File: config.mk
export PLATFORM = sky130hd
export DESIGN_NAME = seq_squarer
export DESIGN_NICKNAME = d
export VERILOG_FILES = /design/src/rtl/seq_squarer.sv
export SDC_FILE = /design/constraint.sdc
export NUM_CORES = 1
export LEC_CHECK = 0
export ABC_AREA = 0
export BUFFER_PORTS_ARGS = -buffer_cell sky130_fd_sc_hd__buf_2
export CORE_UTILIZATION = 35
export DETAILED_ROUTE_END_ITERATION = 10
export GPL_TIMING_DRIVEN = 0
export PLACE_DENSITY = 0.55
export SYNTH_ARGS = -nofsm -noshare
export SYNTH_HDL_FRONTEND = slang
export SYNTH_SLANG_ARGS = --single-unit
export TNS_END_PERCENT = 5
File: constraint.sdc
create_clock -name clk -period 4.1 [get_ports clk]
set_input_delay 0.205 -clock clk [delete_from_list [all_inputs] [get_ports clk]]
set_output_delay 0.205 -clock clk [all_outputs]
set_load 0.05 [all_outputs]
File: src/rtl/seq_squarer.sv
// Iterative shift-add squarer: one partial product per clock, valid/ready on both sides.
// Result appears WIDTH cycles after the operand is accepted and holds until the next result.
module seq_squarer #(
  parameter int unsigned WIDTH = 3
) (
  input  logic               clk,
  input  logic               rst,
  input  logic               in_valid,
  output logic               in_ready,
  input  logic [WIDTH-1:0]   a,
  output logic               out_valid,
  input  logic               out_ready,
  output logic [2*WIDTH-1:0] y,
  output logic               busy
);

  localparam int unsigned YW   = 2 * WIDTH;
  localparam int unsigned CntW = $clog2(WIDTH + 1);
  localparam logic [CntW-1:0] LastCnt = CntW'(WIDTH - 1);

  typedef enum logic [1:0] {StIdle, StCalc, StDone} state_e;

  state_e            state_q, state_d;
  logic [YW-1:0]     acc_q, acc_d;
  logic [YW-1:0]     mcand_q, mcand_d;
  logic [YW-1:0]     y_q, y_d;
  logic [WIDTH-1:0]  mplier_q, mplier_d;
  logic [CntW-1:0]   cnt_q, cnt_d;
  logic [YW-1:0]     acc_sum;

  // Accumulator value after this cycle's partial product; also the final result on the last step.
  assign acc_sum = mplier_q[0] ? (acc_q + mcand_q) : acc_q;

  always_comb begin
    state_d  = state_q;
    acc_d    = acc_q;
    mcand_d  = mcand_q;
    mplier_d = mplier_q;
    cnt_d    = cnt_q;
    y_d      = y_q;
    case (state_q)
      StIdle: begin
        if (in_valid) begin
          acc_d    = '0;
          mcand_d  = YW'(a);
          mplier_d = a;
          cnt_d    = '0;
          state_d  = StCalc;
        end
      end
      StCalc: begin
        acc_d    = acc_sum;
        mcand_d  = mcand_q << 1;
        mplier_d = mplier_q >> 1;
        cnt_d    = cnt_q + CntW'(1);
        if (cnt_q == LastCnt) begin
          y_d     = acc_sum;
          state_d = StDone;
        end
      end
      StDone: begin
        if (out_ready) begin
          state_d = StIdle;
        end
      end
      default: state_d = StIdle;
    endcase
  end

  always_ff @(posedge clk or posedge rst) begin
    if (rst) begin
      state_q  <= StIdle;
      acc_q    <= '0;
      mcand_q  <= '0;
      mplier_q <= '0;
      cnt_q    <= '0;
      y_q      <= '0;
    end else begin
      state_q  <= state_d;
      acc_q    <= acc_d;
      mcand_q  <= mcand_d;
      mplier_q <= mplier_d;
      cnt_q    <= cnt_d;
      y_q      <= y_d;
    end
  end

  assign in_ready  = (state_q == StIdle);
  assign out_valid = (state_q == StDone);
  assign busy      = (state_q == StCalc) || (state_q == StDone);
  assign y         = y_q;

endmodule
==> flow_summary.ini, run 1 <==
[floorplanning]
die_height_um = 68.6
initial_core_util_pct = 37.5
die_width_um = 68.6
num_rows = 23
coreArea_um2 = 4140
dieArea_um2 = 4710
num_io_pins = 16

[synthesis]
synth_nets = 186
synth_seq_cells = 25
yosys_warnings = 0
synthCells = 169
syn_area_per_cell_um2 = 9.20
syn_area_um2 = 1550
synth_seq_area_share_pct = 40.3
yosys.cell_types.count = 37

[routing]
vias_per_cell = 5.56
drt-pass1-iter-count = 4
drc = 0
first_iter_violations = 65
wl_um = 3730
wl_per_cell_um = 15.7
antenna_left = 0
vias = 1324

[worst_setup_path]
path_class = reg -> reg
crit_path_end_kind = flip-flop
worst-path-max-fanout = 6
arrival_ns = 2.29
required_ns = 4.25
start_kind = flip-flop

[finish]
layout.nets = 206
fill_cells = 418
layout.area.seq_um2 = 626
syn_to_final_growth_pct = 11.8
drive_above_1_share_pct = 13.3
multiInputGateArea_um2 = 847
n_antenna_cell = 0

[clock_network]
clkSinkCount = 25
numCtsBuffers = 3
cts_tree = done
htreeDepth = 1
cts.repair.resized = 0
clock_path_buffers = 2
cts_setup_buffers = 0
clkTransAtPathRegs_ns = 0.09
root_buffer = clkbuf_8
insertion_delay_ns = 0.27
cts_hold_buffers = 0

[sta]
hold_viol = 0
rsz0062_at_grt = false
fin_crit_sh_pct = 52.2
slew_viol_final = 0
skew_ns = 0.00145
final.setup.tns_ns = 0
max-slew-margin-rel_pct = 32.7
fmax_mhz = 468
setup_viol = 0
worst_pin_slew_ns = 1.01
min_period_ns = 2.14

[global_routing]
grt_first_pass_wirelength_um = 6190
first_global_vias = 1292
grt-ovfl-total = 0
antenna_found_initial = 0
grt_max_degree = 26
globalRouteTotalUtil_pct = 18.0

[worst_hold_path]
hold_path.class = in -> async

[placed_design]
port_buffers = 15
hpwlAfterDp_um = 2770
place_congestion = 0.847

[run_status]
outcome = complete, no violations

[flow_run]
drv_cap = 0
-- cell usage after synthesis --
cell / instances / area (um2)
buf_1: 1 / 3.75
o21ai_0: 16 / 80.1
nor2_1: 3 / 11.3
nand2b_1: 2 / 12.5
or4_1: 1 / 7.51
a211oi_1: 1 / 7.51
buf_2: 2 / 10.0
xnor2_1: 4 / 35.0
nor4_2: 1 / 12.5
a22o_1: 2 / 17.5
a21oi_1: 13 / 65.1
inv_1: 12 / 45.0
nand2_1: 20 / 75.1
a22oi_1: 5 / 37.5
o32ai_1: 1 / 8.76
a32oi_1: 3 / 26.3
o21a_1: 1 / 7.51
dfrtp_1: 25 / 626
nand4_1: 1 / 6.26
o22ai_1: 11 / 68.8
o21ai_1: 1 / 5.00
fa_1: 1 / 20.0
or3_1: 1 / 6.26
clkbuf_1: 6 / 22.5
a31oi_1: 1 / 6.26
and2_1: 2 / 12.5
mux2i_1: 6 / 60.1
a21o_1: 2 / 15.0
nand3_1: 1 / 5.00
mux2_2: 4 / 45.0
xor2_1: 1 / 8.76
nor4_1: 1 / 6.26
o31ai_1: 2 / 15.0
o221ai_1: 2 / 17.5
nor2b_1: 2 / 12.5
nor4bb_1: 2 / 20.0
ha_1: 9 / 113
-- sequential cells by signal, indices dropped and copies added, names as in the netlist --
name and count:
mplier_q 3, state_q 2, mcand_q 6, y 6
acc_q 6, cnt_q 2
-- metrics by stage --
step                hold WS (ns)  instance area [um2]  util, %  instances  setup WS (ns)
floorplan                  0.232                 1550        -        169           2.17
CTS                        0.184                 1740     41.9        238           1.95
finish                     0.162                 1740     41.9        238           1.96
global route               0.251                 1740     41.9        238           1.79
detailed placement         0.471                 1690     40.8        234           1.97
global placement           0.460                 1690     40.8        234           2.01
-- worst max-delay path, stage by stage, from the launching register on --
cell,delay [ns]
dfrtp_1,0.47
ha_1,0.32
a211oi_1,0.32
nor4_1,0.11
nor4_2,0.51
or4_1,0.19
nand4_1,0.09
-- kinds of logic after synthesis --
logic type | count (synthesis) | synth area share, %
compound gates | 61 | 24.3
simple gates | 37 | 12.1
flops | 25 | 40.3
buf+inv | 21 | 5.23
mux | 10 | 6.76
fa+ha+maj | 10 | 8.53
xor+xnor | 5 | 2.82
-- layer usage --
| layer | wire, um | GRT usage [%] | vias up |
|---|---|---|---|
| met5 | 0 | 0 | - |
| met4 | 12 | 3.65 | 0 |
| met1 | 1800 | 23.8 | 637 |
| met3 | 140 | 4.11 | 2 |
| met2 | 1770 | 29.9 | 28 |
| li1 | - | - | 657 |
-- cell usage in the layout, fill, tap and decap left out, types with 2 or more instances in the layout --
cell | synthesis | routed
buf_2 | 2 | 17
inv_1 | 12 | 12
dfrtp_1 | 25 | 25
nand2_1 | 20 | 20
nand2b_1 | 2 | 2
nor4bb_1 | 2 | 2
clkbuf_1 | 6 | 7
o31ai_1 | 2 | 2
o22ai_1 | 11 | 11
clkbuf_8 | 0 | 3
o21ai_0 | 16 | 16
ha_1 | 9 | 9
and2_1 | 2 | 2
nor2b_1 | 2 | 2
a22oi_1 | 5 | 5
nor2_1 | 3 | 3
mux2_2 | 4 | 4
a21o_1 | 2 | 2
a32oi_1 | 3 | 3
mux2i_1 | 6 | 6
xnor2_1 | 4 | 4
a21oi_1 | 13 | 13
o221ai_1 | 2 | 2
a22o_1 | 2 | 2
-- worst paths after layout --
path / from / end / slack [ns] / cells after the start
setup reg to reg: mcand_q[1] / acc_q[5] / 1.96 / 6
setup / recovery: mcand_q[1] / acc_q[5] / 1.96 / 6
min in group clk: a[2] / mcand_q[2] / 0.26 / 3
max in group asynchronous: rst / mcand_q[5] / 3.33 / 2
hold reg to reg: y[1] / y[1] / 0.48 / 2
hold / removal: rst / state_q[1] / 0.16 / 2
-- final cells by class --
| class | count | share of cell area [%] |
|---|---|---|
| tap | 50 | 3.60 |
| clock buffer | 4 | 2.59 |
| buffer | 9 | 2.09 |
| multi-input combinational | 123 | 48.8 |
| sequential | 25 | 36.0 |
| inverter | 12 | 2.59 |
| timing repair buffer | 15 | 4.32 |
Power of run 1 is not shown: default switching activity piles up to over one toggle a cycle in this logic, so the estimate is an artifact.
==> inputs of run 2 (changes only) <==
Clock period 4.1 ns to 2 ns, I/O delays scaled along.
==> run 2 against run 1 <==
Effect of this change: sequential share of layout area shrank 1.9 points; final cell count up 1.7%; first-iteration DRC count grew 9.2%; critical path depth rose by 1; via count is 2.1% higher; design area grew 6.4%; wire length up 3.7%; fmax up 11%; die area is the same; global-route usage up 0.17 points; critical path type unchanged; critical endpoint unchanged.
==> flow_summary.ini, run 2 (same netlist as run 1, synthesis figures left out) <==
[finish]
final_cell_mix = dfrtp_1 (21), nand2_1 (20), buf_2 (17)
layout.nets = 210
final_common_cell = dfrtp_1
syn_to_final_growth_pct = 18.9
drive_above_1_share_pct = 24.0
n_antenna_cell = 0

[routing]
met2_length_um = 1860
drt-pass1-iter-count = 4
wl_per_cell_um = 16.0
vias = 1352
first_iter_violations = 71
wl_um = 3870
dr.max_layer_used = met4
drc = 0
route.met3.wl_um = 143
antenna_left = 0
met1_length_um = 1850
vias_per_cell = 5.59

[sta]
worst_pin_slew_ns = 0.995
slew_viol_final = 0
hold_viol = 0
fmax_mhz = 519
skew_ns = 0.00273
rsz0062_at_grt = true
final.setup.tns_ns = 0
max-slew-margin-rel_pct = 33.6
min_period_ns = 1.93
setup_slack_ns = 0.0742
setup_viol = 0
fin_crit_sh_pct = 96.3

[run_status]
outcome = complete, no violations

[placed_design]
hpwlAfterDp_um = 2770
port_buffers = 15
place_congestion = 0.847
dp_worst_setup_slack_ns = -0.133

[worst_setup_path]
arrival_ns = 2.13
required_ns = 2.21
crit_path_end_kind = flip-flop
path_class = reg -> reg
start_kind = flip-flop
worst-path-max-fanout = 6

[clock_network]
clock_path_buffers = 2
htreeDepth = 1
clkTransAtPathRegs_ns = 0.09
root_buffer = clkbuf_8
insertion_delay_ns = 0.27
cts_tree = done
clkSinkCount = 25
cts_hold_buffers = 0
numCtsBuffers = 3

[floorplanning]
die_height_um = 68.6
num_rows = 23
coreArea_um2 = 4140
initial_core_util_pct = 37.5
num_io_pins = 16
die_width_um = 68.6
dieArea_um2 = 4710

[worst_hold_path]
hold_path.class = in -> async

[global_routing]
grt_max_degree = 26
first_global_vias = 1300
antenna_found_initial = 0
grt_first_pass_wirelength_um = 6270
grt-ovfl-total = 0
globalRouteTotalUtil_pct = 18.2

[flow_run]
drv_cap = 0
[run 2: cell types whose count changed in the layout (fill, tap and decap cells not counted), moves of 2 or more]
cell,change
ha_4,+3
ha_2,+2
clkbuf_2,+2
dfrtp_2,+4
dfrtp_1,-4
ha_1,-5
buf_4,+4
[run 2: timing repair]
item,CTS,global route
buffers inserted,1,3
gates resized for setup,6,14
setup endpoints to repair,3,8
pin swaps,3,4
[run 2: layer usage]
| layer | vias to the layer above | global-route usage, % |
|---|---|---|
| met3 | 4 | 4.44 |
| met4 | 0 | 3.39 |
| li1 | 661 | - |
| met2 | 28 | 30.3 |
| met5 | - | 0 |
| met1 | 659 | 23.9 |
[run 2: worst paths after layout]
kind / endpoint / cells past startpoint / startpoint / slack [ns]
setup reg to reg: acc_q[5] / 7 / mcand_q[1] / 0.07
hold reg to reg: y[2] / 2 / y[2] / 0.48
min in group clk: mcand_q[2] / 3 / a[2] / 0.15
setup / recovery: acc_q[5] / 7 / mcand_q[1] / 0.07
hold / removal: state_q[1] / 2 / rst / 0.05
max in group asynchronous: mcand_q[3] / 2 / rst / 1.28
[run 2: critical path, cell delays in order (launching register included)]
cell and delay [ns]:
dfrtp_2 0.47, ha_4 0.30, a211oi_4 0.06, nor4_2 0.28, nor4_2 0.08, buf_4 0.16
or4_1 0.41, nand4_1 0.10
[run 2: final cells by class]
type                            instances  area, um2
Fill cell                             414       2300
Multi-Input combinational cell        123        921
Sequential cell                        25        631
Timing Repair Buffer                   19        105
Tap cell                               50       62.6
Clock buffer                            4       45.0
Inverter                               12       45.0
Buffer                                  9       38.8
[run 2: stage by stage]
| step | utilization, % | instances | hold slack [ns] | area, um2 |
|---|---|---|---|---|
| after floorplan | - | 169 | 0.127 | 1550 |
| after global placement | 40.8 | 234 | 0.365 | 1690 |
| after detailed placement | 40.8 | 234 | 0.373 | 1690 |
| after CTS | 42.5 | 239 | 0.0791 | 1760 |
| after global routing | 44.6 | 242 | 0.144 | 1850 |
| final | 44.6 | 242 | 0.0514 | 1850 |
Power of run 2 is left out for the same reason.
==> inputs of run 3 (changes only) <==
Settings changed: CTS_BUF_LIST from default to sky130_fd_sc_hd__clkbuf_8.
==> run 3 against run 2 <==
Effect of this change: count of clock-buffer cells in the layout shrank 1; critical path type unchanged; sequential share of layout area unchanged; die area unchanged; final cell count is the same; non-clock buffer count is the same; fmax barely moved; sequential cell count did not move; first-iteration DRC count stayed put; clock skew is 0.00065 ns higher; highest routed layer unchanged.
==> flow_summary.ini, run 3 (same netlist as run 1, synthesis figures left out) <==
[flow_run]
drv_cap = 0

[sta]
hold_viol = 0
worst_pin_slew_ns = 0.996
fin_crit_sh_pct = 96.3
setup_slack_ns = 0.0750
max-slew-margin-rel_pct = 33.5
fmax_mhz = 519
rsz0062_at_grt = true
skew_ns = 0.00338
fin_hold_ws_ns = 0.0509
final.setup.tns_ns = 0
slew_viol_final = 0
setup_viol = 0
min_period_ns = 1.93

[placed_design]
dp_worst_setup_slack_ns = -0.133
hpwlAfterDp_um = 2770
place_congestion = 0.847
dpl.cell_count = 234
port_buffers = 15

[clock_network]
clkSinkCount = 25
clock_path_buffers = 2
numCtsBuffers = 3
clkTransAtPathRegs_ns = 0.09
htreeDepth = 1
insertion_delay_ns = 0.27
root_buffer = clkbuf_8
cts_tree = done

[routing]
first_iter_violations = 71
vias = 1358
wl_um = 3870
drt-pass1-iter-count = 4
drc = 0
wl_per_cell_um = 16.0
antenna_left = 0
vias_per_cell = 5.61

[worst_hold_path]
hold_path.class = in -> async

[finish]
syn_to_final_growth_pct = 18.9
layout.nets = 210
n_antenna_cell = 0
final_cell_mix = dfrtp_1 (21), nand2_1 (20), buf_2 (17)
fin_cells = 242
drive_above_1_share_pct = 24.0
final_common_cell = dfrtp_1

[global_routing]
first_global_vias = 1300
antenna_found_initial = 0
grt-ovfl-total = 0
grt_max_degree = 26
grt_first_pass_wirelength_um = 6270
globalRouteTotalUtil_pct = 18.2

[floorplanning]
num_rows = 23
dieArea_um2 = 4710
die_height_um = 68.6
die_width_um = 68.6
coreArea_um2 = 4140
initial_core_util_pct = 37.5
num_io_pins = 16

[worst_setup_path]
worst-path-max-fanout = 6
path_class = reg -> reg
arrival_ns = 2.13
start_kind = flip-flop
crit_path_end_kind = flip-flop
required_ns = 2.21
r2r_cells = 7

[run_status]
outcome = complete, no violations
==> run 3: final timing paths <==
check | startpoint | endpoint | slack (ns)
worst max-delay path | mcand_q[1] | acc_q[5] | 0.07
min in group clk | a[2] | mcand_q[2] | 0.15
worst max register to register | mcand_q[1] | acc_q[5] | 0.07
worst min-delay path | rst | state_q[1] | 0.05
max in group asynchronous | rst | mcand_q[3] | 1.28
worst min register to register | y[2] | y[2] | 0.48
==> run 3: critical path: stages (launching register included) <==
cell      delay [ns]
dfrtp_2         0.47
ha_4            0.30
a211oi_4        0.06
nor4_2          0.28
nor4_2          0.08
buf_4           0.16
or4_1           0.41
nand4_1         0.10
==> run 3: through the flow <==
stage	util, %	area [um2]
finish	44.6	1850
global route	44.6	1850
floorplan	-	1550
CTS	42.5	1760
global placement	40.8	1690
detailed placement	40.8	1690
==> run 3: routing by layer <==
layer  up-vias  wire length (um)  track usage (%)
li1        662                 -                -
met1       661              1820             23.9
met2        31              1860             30.3
met3         4               169             4.44
met4         0                21             3.39
met5         -                 0                0
==> run 3: timing repair <==
action / 4_1_cts / 5_1_grt
resized for setup: 6 / 14
pin swaps: 3 / 4
hold buffers: 0 / 0
setup buffers: 1 / 3
setup endpoints to repair: 3 / 8
==> run 3: final cells by class <==
class                   count  area [um2]
plain buffers               9        38.8
clock buffers               3        41.3
clock inverters             1        3.75
fillers                   414        2300
inverters                  12        45.0
multi-input cells         123         921
flip-flops and latches     25         631
well taps                  50        62.6
repair buffers             19         105
Power of run 3 is left out for the same reason.
